## src/rtl/ahb_usb_ep_slave.sv

```systemverilog
// AHB-Lite slave bridging the bus to a USB endpoint byte FIFO and the RX/TX protocol engines.
// Optional feature macro USB_EP_IRQ_EN adds an irq output and an interrupt mask register at 0xA.
module ahb_usb_ep_slave #(
  parameter int unsigned FIFO_DEPTH = 64,
  parameter int unsigned OCC_W      = 7
) (
  input  logic             clk,
  input  logic             n_rst,
  input  logic             hsel,
  input  logic [3:0]       haddr,
  input  logic [1:0]       hsize,
  input  logic [1:0]       htrans,
  input  logic             hwrite,
  input  logic [31:0]      hwdata,
  output logic [31:0]      hrdata,
  output logic             hready,
  output logic             hresp,
  input  logic [2:0]       rx_packet,
  input  logic             rx_data_ready,
  input  logic             rx_trans_active,
  input  logic             rx_error,
  input  logic             tx_trans_active,
  input  logic             tx_error,
  input  logic [OCC_W-1:0] buffer_occupancy,
  input  logic [7:0]       rx_data,
  output logic             get_rx_data,
  output logic             store_tx_data,
  output logic [7:0]       tx_data,
  output logic [2:0]       tx_packet,
`ifdef USB_EP_IRQ_EN
  output logic             irq,
`endif
  output logic             clear
);

  typedef enum logic [2:0] {StIdle, StPush, StPop, StPopDone, StErr1, StErr2} state_e;

  localparam logic [OCC_W-1:0] OccFull = OCC_W'(FIFO_DEPTH);

  state_e      state_q;
  logic [1:0]  lane_q;
  logic [2:0]  rem_q;
  logic        wr_pend_q;
  logic [3:0]  wr_be_q;
  logic [1:0]  wr_grp_q;
  logic        err_rx_q;
  logic        err_tx_q;
`ifdef USB_EP_IRQ_EN
  logic [9:0]  irq_mask_q;
`endif

  logic        fifo_full;
  logic        fifo_empty;
  logic        accept;
  logic        misalign;
  logic        wr_forbid;
  logic        addr_err;
  logic [3:0]  be;
  logic [2:0]  n_bytes;
  logic [9:0]  status;
  logic [15:0] occ_ext;
  logic [31:0] rd_word;
  logic [31:0] rd_data;
  logic        clr_rx;
  logic        clr_tx;
  logic        wr_txpkt;
  logic        wr_flush;
  logic        unused_htrans;

  assign unused_htrans = htrans[0];

  assign fifo_full     = (buffer_occupancy >= OccFull);
  assign fifo_empty    = (buffer_occupancy == '0);
  assign store_tx_data = (state_q == StPush) && !fifo_full;
  assign get_rx_data   = (state_q == StPop) && !fifo_empty;
  assign tx_data       = store_tx_data ? hwdata[{lane_q, 3'b000} +: 8] : 8'h00;
  assign hresp         = (state_q == StErr1) || (state_q == StErr2);

  always_comb begin
    hready = 1'b1;
    unique case (state_q)
      StPush:        hready = store_tx_data && (rem_q == 3'd1);
      StPop, StErr1: hready = 1'b0;
      default:       hready = 1'b1;
    endcase
  end

  assign accept = hsel && htrans[1] && hready;

  always_comb begin
    be      = 4'b0000;
    n_bytes = 3'd0;
    unique case (hsize)
      2'd0:    begin be = 4'b0001 << haddr[1:0];        n_bytes = 3'd1; end
      2'd1:    begin be = 4'b0011 << {haddr[1], 1'b0};  n_bytes = 3'd2; end
      2'd2:    begin be = 4'b1111;                      n_bytes = 3'd4; end
      default: begin be = 4'b0000;                      n_bytes = 3'd0; end
    endcase
  end

  assign misalign = ((hsize == 2'd1) && haddr[0]) || ((hsize == 2'd2) && (haddr[1:0] != 2'd0));

  // A write is refused if any byte it covers is read-only or reserved.
  always_comb begin
    wr_forbid = 1'b0;
    unique case (haddr[3:2])
      2'd1:    wr_forbid = be[0] | be[1];
`ifdef USB_EP_IRQ_EN
      2'd2:    wr_forbid = be[0] | be[1];
`else
      2'd2:    wr_forbid = |be;
`endif
      2'd3:    wr_forbid = be[2] | be[3];
      default: wr_forbid = 1'b0;
    endcase
  end

  assign addr_err = (hsize == 2'd3) || misalign || (hwrite && wr_forbid);

  assign status = {tx_trans_active | store_tx_data, rx_trans_active | get_rx_data, 3'b000,
                   rx_packet == 3'd4, rx_packet == 3'd3, rx_packet == 3'd2, rx_packet == 3'd1,
                   rx_data_ready};
  assign occ_ext = 16'(buffer_occupancy);

  always_comb begin
    rd_word = 32'h0;
    unique case (haddr[3:2])
      2'd1:    rd_word = {7'b0, err_tx_q, 7'b0, err_rx_q, 6'b0, status};
`ifdef USB_EP_IRQ_EN
      2'd2:    rd_word = {6'b0, irq_mask_q, occ_ext};
`else
      2'd2:    rd_word = {16'b0, occ_ext};
`endif
      2'd3:    rd_word = {29'b0, tx_packet};
      default: rd_word = 32'h0;
    endcase
  end

  assign rd_data = rd_word & {{8{be[3]}}, {8{be[2]}}, {8{be[1]}}, {8{be[0]}}};

  // Register writes take effect in the data phase, when hwdata is valid.
  assign clr_rx   = wr_pend_q && (wr_grp_q == 2'd1) && wr_be_q[2] && hwdata[16];
  assign clr_tx   = wr_pend_q && (wr_grp_q == 2'd1) && wr_be_q[3] && hwdata[24];
  assign wr_txpkt = wr_pend_q && (wr_grp_q == 2'd3) && wr_be_q[0];
  assign wr_flush = wr_pend_q && (wr_grp_q == 2'd3) && wr_be_q[1] && hwdata[8];

  always_ff @(posedge clk or negedge n_rst) begin
    if (!n_rst) begin
      state_q    <= StIdle;
      lane_q     <= 2'd0;
      rem_q      <= 3'd0;
      wr_pend_q  <= 1'b0;
      wr_be_q    <= 4'b0;
      wr_grp_q   <= 2'd0;
      err_rx_q   <= 1'b0;
      err_tx_q   <= 1'b0;
      hrdata     <= 32'h0;
      tx_packet  <= 3'd0;
      clear      <= 1'b0;
`ifdef USB_EP_IRQ_EN
      irq_mask_q <= 10'h0;
      irq        <= 1'b0;
`endif
    end else begin
      wr_pend_q <= 1'b0;
      clear     <= wr_flush;
      err_rx_q  <= (err_rx_q & ~clr_rx) | rx_error;
      err_tx_q  <= (err_tx_q & ~clr_tx) | tx_error;
      if (wr_txpkt) begin
        tx_packet <= hwdata[2:0];
      end else if (tx_trans_active) begin
        tx_packet <= 3'd0;
      end
`ifdef USB_EP_IRQ_EN
      if (wr_pend_q && (wr_grp_q == 2'd2) && wr_be_q[2]) irq_mask_q[7:0] <= hwdata[23:16];
      if (wr_pend_q && (wr_grp_q == 2'd2) && wr_be_q[3]) irq_mask_q[9:8] <= hwdata[25:24];
      irq <= (|(status & irq_mask_q)) | err_rx_q | err_tx_q;
`endif

      unique case (state_q)
        StPush: begin
          if (store_tx_data) begin
            lane_q <= lane_q + 2'd1;
            rem_q  <= rem_q - 3'd1;
          end
        end
        StPop: begin
          if (get_rx_data) begin
            hrdata[{lane_q, 3'b000} +: 8] <= rx_data;
            lane_q <= lane_q + 2'd1;
            rem_q  <= rem_q - 3'd1;
            if (rem_q == 3'd1) state_q <= StPopDone;
          end
        end
        StErr1:  state_q <= StErr2;
        default: ;
      endcase

      // Every cycle that completes with hready high may overlap a new address phase.
      if (hready) begin
        state_q <= StIdle;
        if (accept) begin
          hrdata <= 32'h0;
          if (addr_err) begin
            state_q <= StErr1;
          end else if (haddr[3:2] == 2'd0) begin
            lane_q  <= haddr[1:0];
            rem_q   <= n_bytes;
            state_q <= hwrite ? StPush : StPop;
          end else if (hwrite) begin
            wr_pend_q <= 1'b1;
            wr_be_q   <= be;
            wr_grp_q  <= haddr[3:2];
          end else begin
            hrdata <= rd_data;
          end
        end
      end
    end
  end

endmodule

```

## config.mk

```make
export PLATFORM = sky130hd
export DESIGN_NAME = ahb_usb_ep_slave
export DESIGN_NICKNAME = d
export VERILOG_FILES = /design/src/rtl/ahb_usb_ep_slave.sv
export SDC_FILE = /design/constraint.sdc
export NUM_CORES = 1
export LEC_CHECK = 0
export ABC_CLOCK_PERIOD_IN_PS = 2000
export CAP_MARGIN = 20
export CORE_ASPECT_RATIO = 1.1
export CORE_MARGIN = 5
export CORE_UTILIZATION = 30
export DETAILED_ROUTE_END_ITERATION = 16
export PLACE_DENSITY = 0.7
export REMOVE_ABC_BUFFERS = 1
export SETUP_SLACK_MARGIN = 0.2
export SYNTH_ARGS = -nofsm -noshare
export SYNTH_HDL_FRONTEND = slang
export SYNTH_SLANG_ARGS = --single-unit
```

## constraint.sdc

```tcl
create_clock -name clk -period 2 [get_ports clk]
set_input_delay 0.3 -clock clk [delete_from_list [all_inputs] [get_ports clk]]
set_output_delay 0.3 -clock clk [all_outputs]
set_load 0.005 [all_outputs]
```

==> run summary <==
Clk slew on worst S/H paths - 70 ps
Maxcap violations - 0
Worst hold path type - primary input to asynchronous set/reset pin
Vias per inst - 5.15
Core area - 10200 um^2
Synth warnings - 0
Nets - 592
Clock skew - 6.07 ps
Final Worst Setup Slack - -136 ps
CTS Root Cell - clkbuf_16
Endpoints failing hold - 0
Max FO, Critical Path - 7
Die Width - 107 um
CTS tree - yes
Global-route wire length before repair - 17200 um
Critical register-to-register path endpoint - hrdata[5]$_DFF_PN0_
CP Class - register to register
Worst path required time - 2230 ps
Most common cell after layout, fill and taps aside - clkdlybuf4s50_1
Crit share post-route - 1.07
R2R Setup Slk - -140 ps
Vias in the first global route - 3494
Post-DP HPWL - 8280 um
Power per cell area - 887 nW/um^2
# rows - 39
Starting density of the core - 0.302
Clk Latency, worst-skew pair - 290 ps
CP startpoint kind - register
Distinct cells, synth - 51
Hold Buf Count CTS - 0
Async SR Flop Fraction - 1.00
Die Span Y - 117 um
Clock Tree Buf Depth - 2
Tmin final - 2140 ps
WHS - 24.8 ps
Post-Syn Area per Cell - 9.30 um^2
Pin count of the biggest net entering global routing - 30
Routed wire per std cell - 17.0 um
Final setup fails - 47
Synthesized flop and latch total - 53
Number of I/O port buffers - 113
Worst VDD drop - 0.000499 V
Cell count after placement - 610
Area delta synth->final - 74.2%
Maximum clock frequency - 468 MHz
Launch point of the worst reg-to-reg path - rem_q[1]$_DFF_PN0_
Vias - 3303
Crit path capture type - register
Slew Limit Fails - 0
Ports - 115
Main synth FF type - dfrtp_1
Num Clock Sinks - 53
DIE AREA - 12500 um^2
H-tree depth - 2
Pre-Repair DR Iteration Count - 4
ANT cells - 0
Worst-Margin Slew - 634 ps
Critical Path AT - 2360 ps
DRC - 0
1st-iter DRT viols - 167
Unrepaired setup endpoints after global routing - true
Gpl congestion - 0.831
Most frequent cells in the layout - 97 x clkdlybuf4s50_1, 61 x buf_4, 53 x dfrtp_1
Antenna viol nets, final - 0
Number of enable flip-flop cells after synthesis - 0
Cell Area, Synth - 3100 um^2
Total Wirelength - 10900 um
Leakage - 2.35 nW
Total gr overflow - 0
Violated checks - negative setup slack
Total CTS buffers - 5
Initial antenna violation count - 0
Tot Pwr - 0.00479 W
Post-synthesis sequential area ratio - 0.428
Share of post-route cells with drive strength above 1 - 0.286
R2R depth - 9
Total GRT Usage - 0.174
Rel. slew slack - 0.577
Status - finished, violations left
Mapped Cells - 333
Post-route insts no fill - 641
## Yosys cell counts, types with 3 or more instances
library cell / instances / area (um^2)
a22oi_1: 4 / 30.0
nand2_1: 46 / 173
nand3_1: 13 / 65.1
nand4_1: 17 / 106
inv_1: 12 / 45.0
dfrtp_1: 53 / 1330
and3_1: 7 / 43.8
nand3b_1: 3 / 22.5
o21ai_0: 16 / 80.1
a21oi_1: 31 / 155
nor3b_1: 8 / 60.1
o22ai_1: 5 / 31.3
and2_1: 9 / 56.3
a21o_1: 3 / 22.5
buf_2: 5 / 25.0
o21a_1: 3 / 22.5
clkbuf_1: 13 / 48.8
mux4_2: 8 / 180
ha_1: 7 / 87.6
nor2b_1: 6 / 37.5
nor3_1: 4 / 20.0
nor2_1: 13 / 48.8
mux2i_1: 4 / 40.0
mux2_2: 5 / 56.3
## timing repair
item	in CTS	in global routing
setup buffers	19	4
resized for setup	89	16
pin swaps	17	6
gates cloned	1	0
setup endpoints to repair	57	58
## how the worst max path moves through the flow
stage	cells after the start	slack, ps	to	start
2_1_floorplan	7	-550	hrdata[8]$_DFF_PN0_	rem_q[1]$_DFF_PN0_
3_3_place_gp	5	-350	hready	buffer_occupancy[6]
3_5_place_dp	5	-350	hready	buffer_occupancy[6]
4_1_cts	9	-160	hrdata[5]$_DFF_PN0_	rem_q[1]$_DFF_PN0_
5_1_grt	9	-220	hrdata[0]$_DFF_PN0_	rem_q[1]$_DFF_PN0_
6_report	9	-140	hrdata[5]$_DFF_PN0_	rem_q[1]$_DFF_PN0_
## logic make-up after synthesis
family          Yosys count  share of synthesized area
xor+xnor                  4                     0.0113
simple gates            138                      0.234
compound gates           83                      0.169
mux                      17                     0.0893
buf+inv                  31                     0.0396
fa+ha+maj                 7                     0.0283
flops                    53                      0.428
## registers in the layout, summed over array words and instances (netlist names)
register and cells:
hrdata 32, lane_q 2, rem_q 3, tx_packet 3, clear 1, state_q 3, err_tx_q 1, wr_be_q 4
wr_grp_q 2, err_rx_q 1, wr_pend_q 1
## stage by stage
stage | setup TNS (ps) | util | setup slack (ps) | instance area (um^2)
5_1_grt | -6800 | 0.526 | -222 | 5390
2_1_floorplan | -12930 | - | -546 | 3020
3_3_place_gp | -11740 | 0.468 | -351 | 4800
3_5_place_dp | -13580 | 0.468 | -354 | 4800
4_1_cts | -3840 | 0.518 | -165 | 5310
6_report | -3070 | 0.526 | -136 | 5390
## worst max-delay path: stages (launching register included)
cell	delay, ps
dfrtp_1	370
inv_2	80
ha_4	140
or3b_4	380
a211o_1	290
inv_2	70
buf_6	100
nand2_4	40
or3_4	450
o21ai_2	150
## routing by layer
layer,share of wire,track usage,vias to the layer above
met5,0,0,-
met3,0.053,0.0310,22
met1,0.39,0.199,1599
met2,0.53,0.329,98
met4,0.026,0.0588,0
li1,-,-,1584
## layout make-up
| class | instances | area (um^2) |
|---|---|---|
| clock inverters | 1 | 8.76 |
| repair buffers | 196 | 1910 |
| inverters | 13 | 48.8 |
| multi-input cells | 249 | 1820 |
| well taps | 123 | 154 |
| fillers | 913 | 4850 |
| clock buffers | 6 | 129 |
| flip-flops and latches | 53 | 1330 |
## where the power goes
part	total [W]	switching, W	internal, W
Clock	0.000836	0.000376	0.000460
Combinational	0.00258	0.00108	0.00150
Sequential	0.00137	0.000141	0.00123
Total	0.00479	0.00160	0.00319
Note: power is estimated with default switching activity, not from simulation.
